--- src/rtl/fetch_unit_if.sv ---
// Decode-side handshake of the fetch unit: head entry presented with a
// valid/ready pair. The fetch unit is the master, decode is the slave.
interface fetch_unit_if;
  logic        fetch_valid_output;
  logic [31:0] fetch_instruction_output;
  logic [63:0] fetch_pc_output;
  logic        decode_ready_input;

  modport master (
    output fetch_valid_output,
    output fetch_instruction_output,
    output fetch_pc_output,
    input  decode_ready_input
  );

  modport slave (
    input  fetch_valid_output,
    input  fetch_instruction_output,
    input  fetch_pc_output,
    output decode_ready_input
  );
endinterface

--- src/rtl/fetch_unit.sv ---
// Instruction fetch stage: owns the PC, addresses the instruction ROM and
// queues {PC, instruction} pairs for decode. Taken branches redirect the PC
// and squash every queued (younger) entry.
// Optional build macro FETCH_PERF_COUNTERS_EN adds the fetched/stall
// performance counters; without it both counter outputs read zero.
module fetch_unit #(
  parameter logic [63:0] RESET_PC    = 64'h0,
  parameter int          QUEUE_DEPTH = 4
) (
  input  logic        clock,
  input  logic        reset,
  output logic [63:0] rom_address_output,
  input  logic [31:0] rom_instruction_input,
  input  logic        stall_input,
  input  logic        branch_taken_input,
  input  logic [63:0] branch_target_input,
  fetch_unit_if.master dec,
  output logic        misaligned_flag_output,
  output logic [31:0] fetched_count_output,
  output logic [31:0] stall_count_output
);

  localparam int PW = (QUEUE_DEPTH > 1) ? $clog2(QUEUE_DEPTH) : 1;
  localparam int CW = PW + 1;
  localparam logic [CW-1:0] LP_DEPTH = CW'(QUEUE_DEPTH);

  logic [63:0]   r_pc;
  logic [PW-1:0] r_head;
  logic [PW-1:0] r_tail;
  logic [CW-1:0] r_count;
  logic          r_misaligned;

  // Queue storage carries no reset; the occupancy counter qualifies it.
  logic [63:0]   r_q_pc    [QUEUE_DEPTH];
  logic [31:0]   r_q_instr [QUEUE_DEPTH];

  logic w_empty;
  logic w_full;
  logic w_valid;
  logic w_pop;
  logic w_push;

  // Handshake qualification; a redirect squashes the head and blocks the push.
  always_comb begin
    w_empty = (r_count == '0);
    w_full  = (r_count == LP_DEPTH);
    w_valid = !w_empty && !branch_taken_input;
    w_pop   = w_valid && dec.decode_ready_input;
    w_push  = !reset && !branch_taken_input && !stall_input && (!w_full || w_pop);
  end

  // PC, queue pointers, occupancy and sticky misalignment flag.
  always_ff @(posedge clock) begin
    if (reset) begin
      r_pc         <= RESET_PC;
      r_head       <= '0;
      r_tail       <= '0;
      r_count      <= '0;
      r_misaligned <= 1'b0;
    end else if (branch_taken_input) begin
      r_pc    <= {branch_target_input[63:2], 2'b00};
      r_head  <= '0;
      r_tail  <= '0;
      r_count <= '0;
      if (branch_target_input[1:0] != 2'b00) begin
        r_misaligned <= 1'b1;
      end
    end else begin
      if (w_push) begin
        r_pc   <= r_pc + 64'd4;
        r_tail <= r_tail + PW'(1);
      end
      if (w_pop) begin
        r_head <= r_head + PW'(1);
      end
      case ({w_push, w_pop})
        2'b10:   r_count <= r_count + CW'(1);
        2'b01:   r_count <= r_count - CW'(1);
        default: r_count <= r_count;
      endcase
    end
  end

  // Capture the ROM word alongside the PC that addressed it.
  always_ff @(posedge clock) begin
    if (w_push) begin
      r_q_pc[r_tail]    <= r_pc;
      r_q_instr[r_tail] <= rom_instruction_input;
    end
  end

  assign rom_address_output           = r_pc;
  assign dec.fetch_valid_output       = w_valid;
  assign dec.fetch_instruction_output = r_q_instr[r_head];
  assign dec.fetch_pc_output          = r_q_pc[r_head];
  assign misaligned_flag_output       = r_misaligned;

`ifdef FETCH_PERF_COUNTERS_EN
  logic [31:0] r_fetched_cnt;
  logic [31:0] r_stall_cnt;

  // Performance counters: pushes, and idle cycles that were not redirects.
  always_ff @(posedge clock) begin
    if (reset) begin
      r_fetched_cnt <= 32'h0;
      r_stall_cnt   <= 32'h0;
    end else begin
      if (w_push) begin
        r_fetched_cnt <= r_fetched_cnt + 32'd1;
      end
      if (!w_push && !branch_taken_input) begin
        r_stall_cnt <= r_stall_cnt + 32'd1;
      end
    end
  end

  assign fetched_count_output = r_fetched_cnt;
  assign stall_count_output   = r_stall_cnt;
`else
  assign fetched_count_output = 32'h0;
  assign stall_count_output   = 32'h0;
`endif

endmodule

--- src/flat_wrapper.sv ---
// flat-port wrapper written by rule: the top's interface ports become plain ports
module fetch_unit_flat 
#(
  parameter logic [63:0] RESET_PC    = 64'h0,
  parameter int          QUEUE_DEPTH = 4
)
  (clock, reset, rom_address_output, rom_instruction_input, stall_input, branch_taken_input, branch_target_input, misaligned_flag_output, fetched_count_output, stall_count_output, dec_fetch_valid_output, dec_fetch_instruction_output, dec_fetch_pc_output, dec_decode_ready_input);
  fetch_unit_if dec_i ();
  input  logic clock;
  input  logic reset;
  output logic [63:0] rom_address_output;
  input  logic [31:0] rom_instruction_input;
  input  logic stall_input;
  input  logic branch_taken_input;
  input  logic [63:0] branch_target_input;
  output logic misaligned_flag_output;
  output logic [31:0] fetched_count_output;
  output logic [31:0] stall_count_output;
  output wire logic [$bits(dec_i.fetch_valid_output)-1:0] dec_fetch_valid_output;
  output wire logic [$bits(dec_i.fetch_instruction_output)-1:0] dec_fetch_instruction_output;
  output wire logic [$bits(dec_i.fetch_pc_output)-1:0] dec_fetch_pc_output;
  input wire logic [$bits(dec_i.decode_ready_input)-1:0] dec_decode_ready_input;
  assign dec_fetch_valid_output = dec_i.fetch_valid_output;
  assign dec_fetch_instruction_output = dec_i.fetch_instruction_output;
  assign dec_fetch_pc_output = dec_i.fetch_pc_output;
  assign dec_i.decode_ready_input = dec_decode_ready_input;
  fetch_unit #(.RESET_PC(RESET_PC), .QUEUE_DEPTH(QUEUE_DEPTH)) u_core (.clock(clock), .reset(reset), .rom_address_output(rom_address_output), .rom_instruction_input(rom_instruction_input), .stall_input(stall_input), .branch_taken_input(branch_taken_input), .branch_target_input(branch_target_input), .dec(dec_i), .misaligned_flag_output(misaligned_flag_output), .fetched_count_output(fetched_count_output), .stall_count_output(stall_count_output));
endmodule
--- config.mk ---
export PLATFORM = sky130hd
export DESIGN_NAME = fetch_unit_flat
export DESIGN_NICKNAME = d
export VERILOG_FILES = /design/src/rtl/fetch_unit_if.sv /design/src/rtl/fetch_unit.sv /design/src/flat_wrapper.sv
export SDC_FILE = /design/constraint.sdc
export NUM_CORES = 1
export LEC_CHECK = 0
export CAP_MARGIN = 10
export CORE_ASPECT_RATIO = 1.4
export CORE_MARGIN = 4
export CORE_UTILIZATION = 30
export CTS_CLUSTER_SIZE = 16
export DETAILED_ROUTE_END_ITERATION = 12
export GPL_TIMING_DRIVEN = 0
export PLACE_DENSITY_LB_ADDON = 0.1
export SLEW_MARGIN = 20
export SYNTH_ARGS = -nofsm -noshare
export SYNTH_HDL_FRONTEND = slang
export SYNTH_SLANG_ARGS = --single-unit
export TNS_END_PERCENT = 5
--- constraint.sdc ---
create_clock -name clock -period 5.7 [get_ports clock]
set_clock_uncertainty 0.2 [all_clocks]
set_input_delay 0.855 -clock clock [delete_from_list [all_inputs] [get_ports clock]]
set_output_delay 0.855 -clock clock [all_outputs]
set_load 0.005 [all_outputs]
==> results of run 1 <==
## routing by layer
layer / vias up / routed length, microns
li1: 5213 / -
met1: 5813 / 22190
met2: 401 / 29420
met3: 79 / 4115
met4: 10 / 1200
met5: - / 61
## state kept, by name, indices dropped and copies added (netlist names), named ones only
name	count
u_core.rom_address_output	62
u_core.r_count	3
u_core.r_tail	2
u_core.r_q_pc	248
u_core.r_head	2
u_core.misaligned_flag_output	1
u_core.r_q_instr	128
## worst max-delay path, stage by stage
cell and delay, ps:
clkdlybuf4s50_1 550, clkbuf_1 490, clkbuf_1 460, clkbuf_1 650
nor2_1 140, clkdlybuf4s50_1 530
## cell usage after synthesis, drive strengths merged, types with 16 or more instances
cell type    n  share of area (%)
nand3       29               0.78
nor4        17               0.57
a21oi       19               0.51
a31oi       16               0.54
mux4        94                 11
edfxtp     376                 61
nor3        21               0.57
clkbuf      44               0.93
dfxtp       72                7.8
nand4       35                1.3
buf         80                3.1
a311oi      16               0.76
or3         18               0.62
nor2        44               0.89
nand2       72                1.5
or4         17               0.72
## cell families after synthesis
logic type | share of synthesized area, %
flops | 68.82
xor+xnor | 0.9468
mux | 12.27
buf+inv | 4.389
compound gates | 4.328
other cells | 0.02027
simple gates | 8.785
fa+ha+maj | 0.4463
## final timing paths
| check | startpoint | cells past startpoint | slack [ps] | to |
|---|---|---|---|---|
| min reg2reg | u_core.misaligned_flag_output | 2 | 250 | u_core.misaligned_flag_output |
| max | branch_taken_input | 6 | 970 | dec_fetch_valid_output |
| min | u_core.misaligned_flag_output | 2 | 250 | u_core.misaligned_flag_output |
| max reg2reg | u_core.r_count[2] | 7 | 1910 | u_core.r_q_pc[3][43] |
## power breakdown
group / internal (mW) / total (mW) / switching, mW
logic: 0.253 / 0.449 / 0.197
registers: 3.61 / 3.71 / 0.0958
clock network: 1.88 / 3.17 / 1.29
## cell type report
| cell class | count | area share, % |
|---|---|---|
| clock inverter | 28 | 1.241 |
| clock buffer | 57 | 5.317 |
| tap | 817 | 4.226 |
| sequential | 448 | 52.63 |
| inverter | 13 | 0.2017 |
| timing repair buffer | 266 | 11.52 |
| multi-input combinational | 616 | 21.63 |
| antenna | 7 | 0.07241 |
| buffer | 126 | 3.160 |
==> metrics.md, run 1 <==
| Metric | Value |
|---|---|
| Status | finished, final reports clean |
| Post-route cell area | 24190 sq um |
| Global route hottest layer | met2 |
| CP Capture Type | primary output |
| Worst slew pin tran | 1176 ps |
| Via count | 11.52k |
| Area of the multi-input gates | 5231 sq um |
| Post-Syn Area per Cell | 16.29 sq um |
| Vias in the first global route | 11.88k |
| Initial DRC count | 740 |
| Worst setup margin | 965.1 ps |
| Clock Latency Late Sink | 580 ps |
| Max-slew headroom | 21.33% |
| Initial DRT Pass Iterations | 5 |
| Sequential cell area | 12730 sq um |
| # Post-CTS Setup Buffers | 0 |
| Gpl congestion | 0.8276 |
| Fin crit share | 83.07% |
| Cell total after placement | 2286 |
| PD cells | 302.9 nW/um^2 |
| Post-synthesis cell area | 18500 sq um |
| First-pass GRT wire length | 82.53 mm |
| Post-route DRC | 0 |
| Critical path class | in -> out |
| GRT Residual Overflow | 0 |
| Synth Instances | 1136 |
| Total power | 7.328 mW |
| Longest Clk Path Bufs | 3 |
| Leading cell type in the layout, fill and taps excluded | edfxtp_1 |
| Achievable Freq | 211.2 MHz |
| Maximum VDD drop | 0.2124 mV |
| Vias per cell | 4.843 |
| CTS tree | done |
| Placed inst area | 22580 sq um |
| Met1 Use GR | 20.47% |
| Total GRT Usage | 16.97% |
| GR Util met3 | 4.893% |
| Count of unique library cells instantiated by Yosys | 63 |
| Die W | 217.9 microns |
| Post-synthesis register bit count | 448 |
| Final HPWL DP | 39.90 mm |
| Period minus WS final | 4735 ps |
| Fin. Hold Viols | 0 |
| Routed Antenna Nets | 0 |
| Inserted Clock Buffers | 48 |
| Setup TNS | 0 ps |
| Crit start category | input port |
| Port buffer count | 258 |
| Ratio of cells with drive above 1 in the final layout | 17.95% |
| Worst hold margin | 254.2 ps |
| Largest net degree at the start of global routing | 40 |
| Die span in y | 301.8 microns |
| Boundary Pins | 327 |
| Setup slack at placement | 371.5 ps |
| DRT Wirelength | 56.99 mm |
| Async set-or-reset flop fraction in the synthesized netlist | 0% |
| CTS clk-pin slew, worst paths | 60 ps |
| RSZ-0062 raised after global routing | no |
| CP arrival | 3680 ps |
| Met2 usage | 29.97% |
| H-Tree Depth | 2 |
| Setup-failing EPs final | 0 |
| Critical path peak fanout | 10 |
| Resized cells post-CTS | 0 |
| Core area | 60910 sq um |
| Initial Util | 30.37% |
| Most frequent cells in the layout | 376 x edfxtp_1, 258 x clkdlybuf4s50_1, 94 x mux4_2 |
| Layout net count | 1626 |
| Initial antenna violation count | 12 |
| Lkg Pwr | 7.779 nW |
| Row count | 107 |
| Die area | 65770 sq um |
| Per-cell routed wire length | 23.96 microns |
| Layout area overhead | 30.75% |
| Post-synth EDFFs | 376 |
| Final core occ | 39.71% |
| Warning count from the yosys run | 0 |
| Total of max-cap violations | 0 |
| Filler cell count | 5726 |
| Clock root cell | clkbuf_16 |
| Sequential fraction of the synthesis area | 68.82% |
| CTS Hold Buffers Added | 0 |
| Non-filler instance count after layout | 2378 |
| Worst Hold Class | reg -> reg |
| Slew Viols, Final | 0 |
| Post-synth top flop | edfxtp_1 |
| Clock sink total | 448 |
| Worst EP required | 4640 ps |
No activity file was read; power rests on OpenSTA's default activity.
==> run 2, diff against run 1 <==
==> constraint.sdc (replaced) <==
create_clock -name clock -period 4.4 [get_ports clock]
set_clock_uncertainty 0.2 [all_clocks]
set_input_delay 0.66 -clock clock [delete_from_list [all_inputs] [get_ports clock]]
set_output_delay 0.66 -clock clock [all_outputs]
set_load 0.005 [all_outputs]
==> run 2 against run 1 <==
Against the previous run: count of clock-buffer cells in the layout rose by 3; first-iteration DRC count is 0.41% lower; design area about the same; largest power group unchanged.
==> metrics.md, run 2 (synthesized netlist as in run 1, its figures left out) <==
| Metric | Value |
|---|---|
| Routed Antenna Nets | 0 |
| Clk pwr share | 43.0% |
| Crit start category | input port |
| CP max stage cell | and2_4 |
| Worst setup margin | 107.4 ps |
| Logic gate share of total power | 6.2% |
| Largest Register | u_core.r_q_pc |
| Gpl congestion | 0.8210 |
| Clock root cell | clkbuf_16 |
| Worst slew pin tran | 1147 ps |
| Setup slack at placement | -783.4 ps |
| Vias per cell | 4.864 |
| CTS Hold Buffers Added | 0 |
| Fin crit share | 97.56% |
| GRT Residual Overflow | 0 |
| Layout area overhead | 30.82% |
| Initial Util | 30.37% |
| Via count | 11.58k |
| CTS clk-pin slew, worst paths | 60 ps |
| PD cells | 390.8 nW/um^2 |
| Initial DRT Pass Iterations | 5 |
| CP Capture Type | flop |
| Leading cell type in the layout, fill and taps excluded | edfxtp_1 |
| Fin. Hold Viols | 0 |
| Die span in y | 301.8 microns |
| Clock sink total | 448 |
| First-pass GRT wire length | 83.32 mm |
| Longest Clk Path Bufs | 3 |
| DRT Wirelength | 57.55 mm |
| Largest net degree at the start of global routing | 39 |
| Period minus WS final | 4293 ps |
| Total of max-cap violations | 0 |
| Boundary Pins | 327 |
| Vias in the first global route | 12.16k |
| Worst path max stage delay | 590 ps |
| Row count | 107 |
| Post-route DRC | 0 |
| Setup-failing EPs final | 0 |
| # Post-CTS Setup Buffers | 0 |
| Lkg Pwr | 7.788 nW |
| Placed inst area | 22580 sq um |
| Final core occ | 39.74% |
| Core area | 60910 sq um |
| Final HPWL DP | 39.97 mm |
| Maximum VDD drop | 0.3175 mV |
| Initial DRC count | 737 |
| RSZ-0062 raised after global routing | yes |
| CTS tree | done |
| Max reg flops | 248 |
| Most frequent cells in the layout | 376 x edfxtp_1, 258 x clkdlybuf4s50_1, 94 x mux4_2 |
| Die area | 65770 sq um |
| CP Cell Sequence | clkdlybuf4s50_1 -> or2_2 -> clkbuf_1 -> nor3_1 -> clkbuf_1 -> clkbuf_2 -> and2_4 -> buf_16 -> buf_12 |
| Layout net count | 1627 |
| Port buffer count | 258 |
| Slew Viols, Final | 0 |
| Critical path peak fanout | 33 |
| Total GRT Usage | 17.13% |
| Crit path top cell by count | clkbuf_1 |
| Initial antenna violation count | 9 |
| Worst EP required | 4460 ps |
| H-Tree Depth | 2 |
| Ratio of cells with drive above 1 in the final layout | 18.18% |
| Worst Hold Class | reg -> reg |
| Inserted Clock Buffers | 48 |
| Per-cell routed wire length | 24.18 microns |
| Status | finished, final reports clean |
| Post-route cell area | 24200 sq um |
| Clock Latency Late Sink | 580 ps |
| Reg power frac | 50.8% |
| Switching Share | 21.76% |
| Total power | 9.459 mW |
| Max-slew headroom | 22.83% |
| Internal Power | 7.400 mW |
| Sw power | 2.059 mW |
| Critical path class | in -> reg |
| Setup TNS | 0 ps |
| Die W | 217.9 microns |
| Achievable Freq | 233.0 MHz |
| CP arrival | 4350 ps |
run 2: path summary, 6_finish.rpt:
path | startpoint | end | slack [ps] | depth (start not counted)
setup reg to reg | u_core.r_count[2] | u_core.r_q_instr[0][30] | 800 | 7
hold / removal | u_core.misaligned_flag_output | u_core.misaligned_flag_output | 250 | 2
hold reg to reg | u_core.misaligned_flag_output | u_core.misaligned_flag_output | 250 | 2
setup / recovery | branch_taken_input | u_core.r_q_instr[0][30] | 110 | 9
run 2: power groups by stage:
stage                     registers (mW)  clock network [mW]  logic (mW)
after floorplan                     4.84                   0       0.243
final                               4.80                4.07       0.584
after CTS                           4.81                4.21       0.589
after global routing                4.82                4.39       0.633
after detailed placement            4.90                   0       0.585
after global placement              4.90                   0       0.577
run 2: repair_timing:
action,CTS,global route
endpoints found under the setup margin,123,59
resized for setup,17,0
endpoints found under the hold margin,0,0
pin swaps,0,0
run 2: metal layers:
| metal | track usage, % | share of wire (%) | vias up |
|---|---|---|---|
| met5 | 0 | 0.080 | - |
| met4 | 5.570 | 3.1 | 6 |
| met3 | 4.672 | 7.3 | 100 |
| met2 | 29.45 | 50 | 432 |
| met1 | 20.95 | 39 | 5825 |
| li1 | - | - | 5214 |
run 2: stage by stage:
step / std cells / hold WS (ps)
2_1_floorplan: 1203 / 242.1
3_3_place_gp: 2278 / 250.7
3_5_place_dp: 2287 / 247.8
4_1_cts: 2374 / 254.2
5_1_grt: 2375 / 287.6
6_report: 2380 / 250.8
run 2: cell type report:
cell class / count / area (sq um)
well taps: 817 / 1022
multi-input cells: 616 / 5219
flip-flops and latches: 448 / 12730
clock buffers: 60 / 1267
fillers: 5730 / 36710
repair buffers: 267 / 2793
diodes: 6 / 15.01
clock inverters: 27 / 291.5
plain buffers: 126 / 815.8
inverters: 13 / 48.80
run 2: critical path, delay by kind of cell:
family                 cells  cell delay, ps
and+or+nand+nor            3            1370
buffers and inverters      6            2230
==> run 3, diff against run 2 <==
--- a/config.mk
+++ b/config.mk
@@ -8,7 +8,7 @@
 export CAP_MARGIN = 10
 export CORE_ASPECT_RATIO = 1.4
 export CORE_MARGIN = 4
-export CORE_UTILIZATION = 30
+export CORE_UTILIZATION = 35
 export CTS_CLUSTER_SIZE = 16
 export DETAILED_ROUTE_END_ITERATION = 12
 export GPL_TIMING_DRIVEN = 0
==> run 3 against run 2 <==
Against the previous run: global-route usage up 1.5 points; die area is 14% lower; design area fell by 1.2%; first-iteration DRC count shrank 9.0%; non-clock buffer count is the same; worst hold slack improved by 3.1 ps; sequential power about the same; count of clock-buffer cells in the layout fell by 10; maximum frequency down 1.1%; utilization up 6.0 points; power fell by 3.2%; largest power group unchanged.
==> metrics.md, run 3 (synthesized netlist as in run 1, its figures left out) <==
| Metric | Value |
|---|---|
| Status | finished, final reports clean |
| Logic gate share of total power | 6.3% |
| CP Capture Type | primary output |
| GRT Residual Overflow | 0 |
| Lkg Pwr | 7.724 nW |
| Total of max-cap violations | 0 |
| Max-slew headroom | 24.14% |
| Vias in the first global route | 11.63k |
| Clk pwr share | 41.3% |
| Max reg flops | 248 |
| CP arrival | 3480 ps |
| Boundary Pins | 327 |
| # Post-CTS Setup Buffers | 0 |
| Inserted Clock Buffers | 45 |
| Leading cell type in the layout, fill and taps excluded | edfxtp_1 |
| Row count | 99 |
| Reg power frac | 52.4% |
| H-Tree Depth | 2 |
| Layout net count | 1624 |
| Die area | 56660 sq um |
| Maximum VDD drop | 0.3002 mV |
| CTS clk-pin slew, worst paths | 60 ps |
| DRT Wirelength | 53.93 mm |
| Via count | 11.43k |
| Most frequent cells in the layout | 376 x edfxtp_1, 258 x clkdlybuf4s50_1, 94 x mux4_2 |
| Cell total after placement | 2177 |
| Gpl congestion | 0.8258 |
| Largest Register | u_core.r_q_pc |
| RSZ-0062 raised after global routing | yes |
| Critical path class | in -> out |
| Worst setup margin | 61.50 ps |
| Largest net degree at the start of global routing | 42 |
| First-pass GRT wire length | 79.29 mm |
| Filler cell count | 4737 |
| Longest Clk Path Bufs | 3 |
| Clock root cell | clkbuf_16 |
| Slew Viols, Final | 0 |
| Die span in y | 280.0 microns |
| Crit start category | input port |
| Achievable Freq | 230.5 MHz |
| Final HPWL DP | 37.18 mm |
| Final core occ | 45.73% |
| Sw power | 1.985 mW |
| Initial DRC count | 671 |
| Core area | 52270 sq um |
| Worst hold margin | 253.9 ps |
| Setup slack at placement | -682.1 ps |
| Clock Latency Late Sink | 580 ps |
| Clock sink total | 448 |
| Fin. Hold Viols | 0 |
| Non-filler instance count after layout | 2258 |
| Vias per cell | 5.063 |
| Post-route cell area | 23910 sq um |
| Internal Power | 7.171 mW |
| Worst Hold Class | reg -> reg |
| Total power | 9.156 mW |
| Total GRT Usage | 18.64% |
| Die W | 202.3 microns |
| Routed Antenna Nets | 0 |
| Placed inst area | 22440 sq um |
| Setup-failing EPs final | 0 |
| PD cells | 383.0 nW/um^2 |
| Period minus WS final | 4339 ps |
| Worst EP required | 3540 ps |
| Setup slack, reg-to-reg | 960 ps |
| Critical path peak fanout | 10 |
| Initial DRT Pass Iterations | 5 |
| Ratio of cells with drive above 1 in the final layout | 18.14% |
| Layout area overhead | 29.21% |
| Worst slew pin tran | 1128 ps |
| Switching Share | 21.68% |
| Initial antenna violation count | 6 |
| Setup TNS | 0 ps |
| Fin crit share | 98.60% |
| CTS tree | done |
| CTS Hold Buffers Added | 0 |
| Initial Util | 35.39% |
| Post-route DRC | 0 |
| Per-cell routed wire length | 23.88 microns |
| Port buffer count | 258 |
==> run 3: changes by cell type in the layout (fill, tap and decap cells not counted), sizes merged <==
cell / previous run / this run
clkbuf: 104 / 96
diode: 6 / 2
clkdlybuf4s15: 6 / 4
clkinv: 15 / 17
clkinvlp: 3 / 5
bufinv: 6 / 5
inv: 16 / 15
==> run 3: cell type report <==
cell class | count | area, sq um | area share, %
Multi-Input combinational cell | 616 | 5219 | 21.83
Buffer | 126 | 803.3 | 3.360
Inverter | 13 | 48.80 | 0.2041
Timing Repair Buffer | 267 | 2793 | 11.68
Tap cell | 707 | 884.6 | 3.700
Clock inverter | 29 | 276.5 | 1.157
Antenna cell | 2 | 5.005 | 0.02093
Sequential cell | 448 | 12730 | 53.26
Clock buffer | 50 | 1145 | 4.789
==> run 3: timing repair <==
action | in CTS | in global routing
setup endpoints to repair | 150 | 54
gates resized for setup | 11 | 6
pin swaps | 0 | 0
==> run 3: metal layers <==
metal	routed length (microns)	GRT usage, %
met2	27500	32.24
met5	61	0
met1	21810	23.46
met3	3300	4.671
met4	1256	5.173
==> run 3: critical path, cell delays in order <==
cell             delay, ps
clkdlybuf4s50_1        550
clkbuf_1               460
clkbuf_1               490
clkbuf_1               670
nor2_1                 110
clkdlybuf4s50_1        520
==> run 3: power by group through the flow <==
| stage | clock network [mW] | registers, mW | logic (mW) |
|---|---|---|---|
| final | 3.78 | 4.80 | 0.578 |
| after global routing | 4.07 | 4.81 | 0.626 |
| after CTS | 3.91 | 4.80 | 0.583 |
| after detailed placement | 0 | 4.89 | 0.580 |
| after global placement | 0 | 4.90 | 0.571 |
| after floorplan | 0 | 4.84 | 0.243 |
==> run 3: final timing paths <==
check | start | endpoint | cells past startpoint
setup / recovery | branch_taken_input | dec_fetch_valid_output | 6
hold / removal | u_core.misaligned_flag_output | u_core.misaligned_flag_output | 2
setup reg to reg | u_core.r_count[2] | u_core.r_q_instr[2][28] | 7
hold reg to reg | u_core.misaligned_flag_output | u_core.misaligned_flag_output | 2
